## src/rtl/cmp_arbiter.sv

```systemverilog
// Round-robin arbiter sharing one unsigned eq/lt/gt comparator among N_REQ requesters.
// Grant one edge after req, tagged rsp_valid pulse one edge later; requesters hold req until served.
module cmp_arbiter #(
   parameter int N_REQ = 4,
   parameter int WIDTH = 4
) (
   input  logic                     clk,
   input  logic                     rst_n,
   input  logic [N_REQ-1:0]         req,
   input  logic [N_REQ*WIDTH-1:0]   a_in,
   input  logic [N_REQ*WIDTH-1:0]   b_in,
   output logic [N_REQ-1:0]         gnt,
   output logic                     busy,
   output logic                     rsp_valid,
   output logic [1:0]               rsp_id,
   output logic                     eq,
   output logic                     lt,
   output logic                     gt
);

   typedef enum logic [1:0] {IDLE, CMP, RESP} state_t;

   state_t             state_q;
   logic [N_REQ-1:0]   gnt_q;
   logic               rsp_valid_q;
   logic [1:0]         rsp_id_q;
   logic               eq_q, lt_q, gt_q;
   logic [WIDTH-1:0]   op_a_q, op_b_q;
   logic [1:0]         last_q;
   logic [1:0]         win_q;
   logic [1:0]         pick_d;

   // Scan from farthest to nearest so the requester right after last_q wins.
   always_comb begin
      pick_d = last_q;
      for (int k = N_REQ; k >= 1; k--) begin
         if (req[last_q + 2'(k)]) pick_d = last_q + 2'(k);
      end
   end

   always_ff @(posedge clk or negedge rst_n) begin
      if (!rst_n) begin
         state_q     <= IDLE;
         gnt_q       <= '0;
         rsp_valid_q <= 1'b0;
         rsp_id_q    <= 2'd0;
         eq_q        <= 1'b0;
         lt_q        <= 1'b0;
         gt_q        <= 1'b0;
         op_a_q      <= '0;
         op_b_q      <= '0;
         last_q      <= 2'(N_REQ-1);
         win_q       <= 2'd0;
      end else begin
         case (state_q)
            IDLE: begin
               if (|req) begin
                  gnt_q   <= {{(N_REQ-1){1'b0}}, 1'b1} << pick_d;
                  win_q   <= pick_d;
                  op_a_q  <= a_in[pick_d*WIDTH +: WIDTH];
                  op_b_q  <= b_in[pick_d*WIDTH +: WIDTH];
                  state_q <= CMP;
               end
            end
            CMP: begin
               eq_q        <= (op_a_q == op_b_q);
               lt_q        <= (op_a_q <  op_b_q);
               gt_q        <= (op_a_q >  op_b_q);
               rsp_id_q    <= win_q;
               rsp_valid_q <= 1'b1;
               state_q     <= RESP;
            end
            RESP: begin
               rsp_valid_q <= 1'b0;
               gnt_q       <= '0;
               last_q      <= win_q;
               state_q     <= IDLE;
            end
            default: state_q <= IDLE;
         endcase
      end
   end

   assign gnt       = gnt_q;
   assign busy      = (state_q != IDLE);
   assign rsp_valid = rsp_valid_q;
   assign rsp_id    = rsp_id_q;
   assign eq        = eq_q;
   assign lt        = lt_q;
   assign gt        = gt_q;

endmodule

```

## config.mk

```make
export PLATFORM = sky130hd
export DESIGN_NAME = cmp_arbiter
export DESIGN_NICKNAME = d
export VERILOG_FILES = /design/src/rtl/cmp_arbiter.sv
export SDC_FILE = /design/constraint.sdc
export NUM_CORES = 1
export LEC_CHECK = 0
export ABC_AREA = 1
export CAP_MARGIN = 5
export CORE_MARGIN = 1.5
export CORE_UTILIZATION = 49
export CTS_CLUSTER_SIZE = 28
export DETAILED_ROUTE_END_ITERATION = 10
export GPL_TIMING_DRIVEN = 0
export PLACE_DENSITY = 0.85
export SLEW_MARGIN = 20
export SYNTH_ARGS = -nofsm -noshare
export SYNTH_HDL_FRONTEND = slang
export SYNTH_SLANG_ARGS = --single-unit
```

## constraint.sdc

```tcl
create_clock -name clk -period 2.3 [get_ports clk]
set_input_delay 0.46 -clock clk [delete_from_list [all_inputs] [get_ports clk]]
set_output_delay 0.46 -clock clk [all_outputs]
set_load 0.005 [all_outputs]
```

# Yosys cells after proc, flatten, opt, wreduce, memory -nomap -nowiden
# Cells that the tools add are included.
[word_totals] register_bits=24 in_bits=38 output_inout_bits=11 wordCells=47
[op_classes] n_addsub=3 order_cmp=5 eq_ne=4 n_shift=3 n_mux=14 n_reduce_logical=7
[ops] op="16-bit by 5-bit indexed part select with 4-bit output" n=2
[ops] op="2-bit by 3-bit less-than comparator with 1-bit output (second input constant)" n=3
[ops] op="2-bit two-way mux" n=4
[ops] op="4-bit one-hot mux with 2 select lines" n=1
[ops] op="1-bit binary-select mux with 2-bit select" n=3
[ops] op="2-bit nonzero test" n=3
[ops] op="2-bit adder (second input constant)" n=2
[ops] op="4-bit == test" n=1
[ops] op="4-bit greater-than comparator" n=1
[ops] op="4-bit less-than comparator" n=1
[ops] op="4-bit two-way mux" n=1
[ops] op="2-bit one-hot mux with 2 select lines" n=1
[ops] op="2-bit AND reduction" n=2
[ops] op="4-bit OR reduction" n=1
[ops] op="1-bit by 2-bit << shifter with 4-bit output (first input constant)" n=1
[ops] op="1-bit two-way mux" n=3
[ops] op="2-bit by 1-bit adder with 2-bit output (second input constant)" n=1
[ops] op="2-bit by 1-bit == test with 1-bit output (second input constant)" n=1
[ops] op="2-bit == test (second input constant)" n=1
[ops] op="2-bit zero test" n=1
[ops] op="2-bit inequality test (second input constant)" n=1
[ops] op="1-bit one-hot mux with 2 select lines" n=1

# Logic depth before layout (Yosys ltp)
# Gate-level depths: netlist of run 1.
[depth] depth_word=9 depth_mapped=17 depth_no_buf=16

# Worst setup path after synthesis of run 1
# Ideal clock, no wire load.
[synth_timing] path_type="register to register" from="reg last_q[0]" to="reg op_a_q[0]" setup_time_ns=0.117 t_arrival_ns=1.650 required_time_ns=2.183 slack_ns=0.533 path_stages_with_launch=16 path_buffers=2 synth_period_minus_slack_ns=1.767 cell_sequence="dfstp_2 > buf_6 > inv_8 > nand2_2 > nand2_2 > nand2_1 > nand2_2 > nand2_4 > nand3_4 > nand2_8 > buf_12 > nand2_4 > nand3_2 > nand2_1 > nand2_1 > nand2_1"
[synth_between] elab_chain_cells=7 elab_cells_between_ends=13 classes_between="add/sub (3); shift (1); mux (9)"
[synth_lines] element="from (decl)" line_no="29" rtl="logic [1:0] last_q;"
[synth_lines] element="from (signal assigned)" line_no="52" rtl="last_q <= 2'(N_REQ-1);"
[synth_lines] element="from (signal assigned)" line_no="76" rtl="last_q <= win_q;"
[synth_lines] element="2-bit adder" line_no="37" rtl="if (req[last_q + 2'(k)]) pick_d = last_q + 2'(k);"
[synth_lines] element="1-bit binary-select mux with 2-bit select" line_no="37"
[synth_lines] element="1-bit two-way mux (not written as such)" line_no="37"
[synth_lines] element="2-bit two-way mux (2 in series)" line_no="37"
[synth_lines] element="2-bit two-way mux *" line_no="37"
[synth_lines] element="16-bit by 5-bit indexed part select with 4-bit output *" line_no="60" rtl="op_a_q <= a_in[pick_d*WIDTH +: WIDTH];"
[synth_lines] element="to (signal assigned)" line_no="60"
[synth_lines] element="to (decl)" line_no="28" rtl="logic [WIDTH-1:0] op_a_q, op_b_q;"
# Every way passes the cells marked *; elsewhere a longest branch is shown, timed or not. The select of a mux whose other input is x is not followed.
# A chain may end at the register's enable or synchronous reset.

# Worst setup path after layout of run 1
[layout_timing] from="reg state_q[0]" to="out busy"
[layout_between] elab_chain_cells=1
[layout_lines] element="from (decl)" line_no="23" rtl="state_t state_q;"
[layout_lines] element="from (signal assigned)" line_no="43" rtl="state_q <= IDLE;"
[layout_lines] element="from (signal assigned)" line_no="62" rtl="state_q <= CMP;"
[layout_lines] element="from (signal assigned)" line_no="71" rtl="state_q <= RESP;"
[layout_lines] element="2-bit nonzero test" line_no="85" rtl="assign busy = (state_q != IDLE);"
[layout_lines] element="to (decl)" line_no="13" rtl="output logic busy,"
# Every way passes these cells.

==> results.py, run 1 <==
metrics = {
    "run_status": {
        "status": "complete, no violations",
    },
    "clock_tree": {
        "cts_inserted_buffers": 3,
        "cts-root-buf": "clkbuf_8",
        "cts_tree": "built",
        "ctsHoldBuffers": 0,
        "clk_pin_slew_worst_paths_ps": 80,
        "cts_resized": 0,
        "cts_buffer_depth": 2,
        "worstSkewPairLatency_ps": 270,
        "cts.htree.levels": 1,
        "cts.sinks": 24,
        "cts_setup_buffers": 0,
    },
    "yosys": {
        "async_reset_ff_share_pct": 100,
        "synth_edf_count": 0,
        "synth_ff_type": "dfrtp_1",
        "synthesis.area_um2": 1860,
        "synth-seq-cells": 24,
        "yosysTopAreaCellShare_pct": 29.6,
        "synth_top_area_cell": "dfrtp_1",
        "syn-num-nets": 291,
        "synth_cell_types": 29,
        "synth.most_common_cell": "nand2_1",
        "ys_seq_area_share_pct": 32.5,
        "synth_commonest_cells": "nand2_1 (92), inv_1 (28), nand3_1 (23), dfrtp_1 (22), nand2_2 (14)",
        "syn-instance-count": 244,
        "yosys-top-cells-area": "dfrtp_1 (30%), nand2_1 (19%), nand3_1 (6.2%), ha_1 (6.1%), inv_1 (5.7%)",
        "yosysWarnings": 0,
        "synth.avg_cell_area_um2": 7.61,
    },
    "critical_path": {
        "arrival_ps": 1590,
        "start_kind": "flip-flop",
        "cp.required_ps": 1840,
        "end_kind": "output pin",
        "crit_type": "flip-flop to output pin",
        "cp_max_fo": 4,
    },
    "cells_and_area": {
        "n_fill_cell": 309,
        "nets": 344,
        "instances_no_fill": 344,
        "syn_to_final_growth_pct": 32.7,
        "final_util_pct": 67.3,
        "n_antenna_cell": 0,
        "drive_above_1_share_pct": 18.2,
        "multiInputGateArea_um2": 1020,
        "regArea_um2": 603,
        "fin_area_um2": 2460,
    },
    "floorplanning": {
        "core_um2": 3660,
        "initial_core_util_pct": 50.8,
        "die_h_um": 64.6,
        "die_w_um": 64.6,
        "dieArea_um2": 4170,
        "rows": 22,
        "ioPinCount": 49,
    },
    "timing": {
        "fmax_mhz": 489,
        "post-route-min-period_ps": 2050,
        "timing.hold.ws_ps": 149,
        "finalHoldViolCount": 0,
        "max-slew-margin-rel_pct": 66.0,
        "rsz0062_at_grt": "false",
        "fin_crit_sh_pct": 89.0,
        "clock_skew_ps": 1.32,
        "slew_violations": 0,
        "worst_pin_slew_ps": 510,
        "setup_violations": 0,
    },
    "global_route": {
        "first_global_vias": 1602,
        "use_met1_pct": 24.0,
        "grt_max_degree": 25,
        "grt_first_pass_wirelength_um": 6620,
        "grt_overflow": 0,
        "use_met3_pct": 1.74,
        "grtUsageTotal_pct": 19.5,
        "antenna_found_initial": 0,
        "grt_util_met2_pct": 36.5,
        "top_usage_layer": "met2",
    },
    "flow_run": {
        "cap_viol_max_count": 0,
    },
    "placement": {
        "io_buffer_count": 48,
        "post-place-cells": 340,
        "gp_congestion": 0.830,
        "dpl.hpwl_um": 2950,
        "place_area_um2": 2400,
    },
    "detailed_routing": {
        "ant_nets": 0,
        "wl_per_cell_um": 10.8,
        "drt_iter0_drc": 65,
        "drc": 0,
        "routed_wl_um": 3710,
        "via_per_inst": 4.70,
        "vias": 1616,
        "first_pass_iters": 4,
    },
    "power": {
        "power.density_nw_per_um2": 1550,
        "ir_drop_mv": 0.999,
        "power_leakage_nw": 1.28,
    },
    "hold_path": {
        "hold_path.class": "primary input to asynchronous set/reset pin",
    },
}
[stage by stage]
step,total power [mW],setup WS [ps],TNS [ps]
floorplan,2.85,533,0
global placement,3.40,19.1,0
detailed placement,3.47,-13.8,-23.0
CTS,3.86,234,0
global route,4.21,87.4,0
finish,3.82,254,0
[flip-flops by register name (all words and copies together), names as in the netlist]
name	cells
gnt	4
op_a_q	4
op_b_q	4
last_q	2
rsp_id	2
state_q	2
win_q	2
eq	1
gt	1
lt	1
rsp_valid	1
[worst paths after layout]
path                             endpoint  startpoint  depth (start not counted)  slack (ps)
worst max-delay path                 busy  state_q[0]                          4         250
worst max register to register  op_a_q[0]   last_q[0]                         15         330
max in group asynchronous       last_q[1]       rst_n                          1        1790
min in group clk                op_b_q[2]   op_b_q[2]                          2         480
worst min-delay path            rsp_valid       rst_n                          1         150
worst min register to register  op_b_q[2]   op_b_q[2]                          2         480
[kinds of logic after synthesis]
group | after synthesis | share of synthesized area, %
flops | 24 | 32.5
buf+inv | 40 | 12.7
compound gates | 16 | 5.05
fa+ha+maj | 9 | 6.06
simple gates | 155 | 43.7
[power breakdown]
group	switching (mW)	internal (mW)	total, mW
Clock	0.138	0.233	0.371
Combinational	1.52	1.18	2.70
Sequential	0.117	0.632	0.749
[metal layers]
metal | vias to the layer above | wire length, um
li1 | 863 | -
met1 | 700 | 1620
met2 | 51 | 1920
met3 | 2 | 146
met4 | 0 | 23
met5 | - | 0
[placed cells by master, fill, tap and decap left out, types with 2 or more instances in the layout]
cell             Yosys  routed
nand2_1             92      92
clkdlybuf4s50_1      0      47
inv_1               28      28
nand3_1             23      23
dfrtp_1             22      22
nand2_2             14      14
nand2_4              9       9
ha_1                 9       9
nand3_2              7       7
o21ai_0              6       6
nor2_1               4       4
clkbuf_8             1       4
o21a_1               3       3
buf_6                3       3
inv_2                3       3
o21ai_1              3       3
a21oi_1              2       2
nand2_8              2       2
bufinv_16            1       2
buf_2                1       2
dfstp_2              2       2
[layout make-up]
type	count	share of cell area, %
clock inverters	1	1.22
plain buffers	6	2.94
multi-input cells	180	41.3
inverters	34	6.65
flip-flops and latches	24	24.5
well taps	48	2.44
clock buffers	3	1.68
repair buffers	48	19.3
[worst max-delay path, cell delays in order, from the launching register on]
cell	delay [ps]
dfrtp_1	390
inv_1	100
ha_1	200
inv_1	110
clkdlybuf4s50_1	510
(Power assumes the default switching activity.)
==> run 2: changes to the inputs <==
--- a/config.mk
+++ b/config.mk
@@ -8,11 +8,13 @@
 export ABC_AREA = 1
 export CAP_MARGIN = 5
 export CORE_MARGIN = 1.5
-export CORE_UTILIZATION = 49
+export CORE_UTILIZATION = 44
 export CTS_CLUSTER_SIZE = 28
 export DETAILED_ROUTE_END_ITERATION = 10
 export GPL_TIMING_DRIVEN = 0
-export PLACE_DENSITY = 0.85
+export PLACE_DENSITY = 0.8
+export RECOVER_POWER = 25
+export REMOVE_ABC_BUFFERS = 1
 export SLEW_MARGIN = 20
 export SYNTH_ARGS = -nofsm -noshare
 export SYNTH_HDL_FRONTEND = slang
==> constraint.sdc (replaced) <==
create_clock -name clk -period 1.85 [get_ports clk]
set_input_delay 0.37 -clock clk [delete_from_list [all_inputs] [get_ports clk]]
set_output_delay 0.37 -clock clk [all_outputs]
set_load 0.005 [all_outputs]
==> results.py, run 2 (synthesized netlist as in run 1, its figures left out) <==
metrics = {
    "run_status": {
        "status": "finished with violations",
        "violations": "setup timing",
    },
    "timing": {
        "rsz0062_at_grt": "true",
        "fmax_mhz": 514,
        "max-slew-margin-rel_pct": 13.8,
        "clock_skew_ps": 1.55,
        "slew_violations": 0,
        "finalHoldViolCount": 0,
        "fin_crit_sh_pct": 105,
        "setup_violations": 11,
        "fin_ws_ps": -95.7,
        "post-route-min-period_ps": 1950,
        "worst_pin_slew_ps": 1290,
    },
    "global_route": {
        "top_usage_layer": "met2",
        "use_met3_pct": 1.48,
        "grtUsageTotal_pct": 18.9,
        "grt_first_pass_wirelength_um": 6840,
        "use_met1_pct": 26.4,
        "grt_util_met2_pct": 31.8,
        "grt_overflow": 0,
        "antenna_found_initial": 0,
        "grt_max_degree": 25,
        "first_global_vias": 1536,
    },
    "clock_tree": {
        "cts.htree.levels": 1,
        "cts-root-buf": "clkbuf_8",
        "cts_inserted_buffers": 3,
        "cts_buffer_depth": 2,
        "cts_tree": "built",
        "clk_pin_slew_worst_paths_ps": 80,
        "ctsHoldBuffers": 0,
        "cts.sinks": 24,
        "worstSkewPairLatency_ps": 270,
    },
    "critical_path": {
        "arrival_ps": 2110,
        "crit_type": "flip-flop to flip-flop",
        "cp.required_ps": 2010,
        "end_kind": "flip-flop",
        "start_kind": "flip-flop",
        "cp_max_fo": 9,
    },
    "detailed_routing": {
        "via_per_inst": 4.77,
        "drt_iter0_drc": 76,
        "vias": 1737,
        "first_pass_iters": 4,
        "drc": 0,
        "routed_wl_um": 4540,
        "wl_per_cell_um": 12.5,
        "ant_nets": 0,
    },
    "cells_and_area": {
        "instances_no_fill": 364,
        "syn_to_final_growth_pct": 45.5,
        "layout_common_cells": "nand2_1 (88), clkdlybuf4s50_1 (46), inv_1 (24)",
        "nets": 362,
        "final_common_cell": "nand2_1",
        "n_antenna_cell": 0,
        "drive_above_1_share_pct": 25.5,
    },
    "hold_path": {
        "hold_path.class": "primary input to asynchronous set/reset pin",
    },
    "floorplanning": {
        "die_w_um": 68.0,
        "ioPinCount": 49,
        "rows": 23,
        "die_h_um": 68.0,
        "dieArea_um2": 4620,
        "core_um2": 4030,
        "initial_core_util_pct": 46.1,
    },
    "power": {
        "ir_drop_mv": 1.11,
        "power_leakage_nw": 1.40,
        "power_mw": 5.43,
        "power.density_nw_per_um2": 2010,
    },
    "placement": {
        "pre_cts_slack_ps": -523,
        "post-place-cells": 336,
        "dpl.hpwl_um": 2680,
        "io_buffer_count": 48,
        "gp_congestion": 0.809,
    },
    "flow_run": {
        "cap_viol_max_count": 0,
    },
}
run 2: changes by cell type in the layout (fill, tap and decap cells not counted), moves of 3 or more:
cell / previous run / this run
buf_4: 0 / 14
nand2_4: 9 / 17
inv_1: 28 / 24
inv_2: 3 / 6
nand2_1: 92 / 88
run 2: worst paths after layout:
check / from / endpoint / slack, ps / cells after the start
setup reg to reg: last_q[0] / op_b_q[0] / -100 / 15
hold / removal: rst_n / gt / 360 / 1
max in group asynchronous: rst_n / win_q[0] / 720 / 1
hold reg to reg: rsp_id[0] / rsp_id[0] / 480 / 2
min in group clk: rsp_id[0] / rsp_id[0] / 480 / 2
setup / recovery: last_q[0] / op_b_q[0] / -100 / 15
run 2: repair_timing:
action                     CTS  global route
setup endpoints to repair   15            14
cloned                       2             4
pin swaps                    6             7
resized for setup            9            15
buffers inserted            12             6
run 2: critical path: stages, from the launching register on:
cell     delay (ps)
dfstp_2         560
buf_12          130
inv_12           50
nand2_4          70
nand2_4          60
nand2_4          80
nand2_2          70
inv_4           100
nand3_4         130
buf_12          180
nand2_4          90
nand2_1          60
nand3_1          70
nand2_1          60
nand2_1          70
nand2_1          50
run 2: per-stage QoR:
step | instance area (um2) | TNS [ps] | utilization [%] | hold slack (ps)
4_1_cts | 2550 | -12.1 | 63.4 | 488
3_3_place_gp | 2330 | -6460 | 57.8 | 459
6_report | 2700 | -534 | 67.1 | 363
2_1_floorplan | 1790 | -862 | - | 74.4
5_1_grt | 2700 | -1750 | 67.1 | 454
3_5_place_dp | 2330 | -6510 | 57.8 | 467
run 2: layer usage:
metal | vias to the layer above | routed length [um]
li1 | 907 | -
met1 | 777 | 1990
met3 | 4 | 178
met4 | 0 | 36
met2 | 49 | 2340
met5 | - | 0
run 2: final cells by class:
class	instances	area, um2
sequential	24	603
fill	346	1330
inverter	34	173
tap	50	62.6
multi-input combinational	185	1140
clock buffer	4	45.0
timing repair buffer	67	678
run 2: power breakdown:
| group | internal (mW) | switching (mW) | leakage (nW) |
|---|---|---|---|
| Sequential | 0.786 | 0.147 | 0.295 |
| Clock | 0.154 | 0.168 | 0.0228 |
| Combinational | 1.85 | 2.33 | 1.08 |
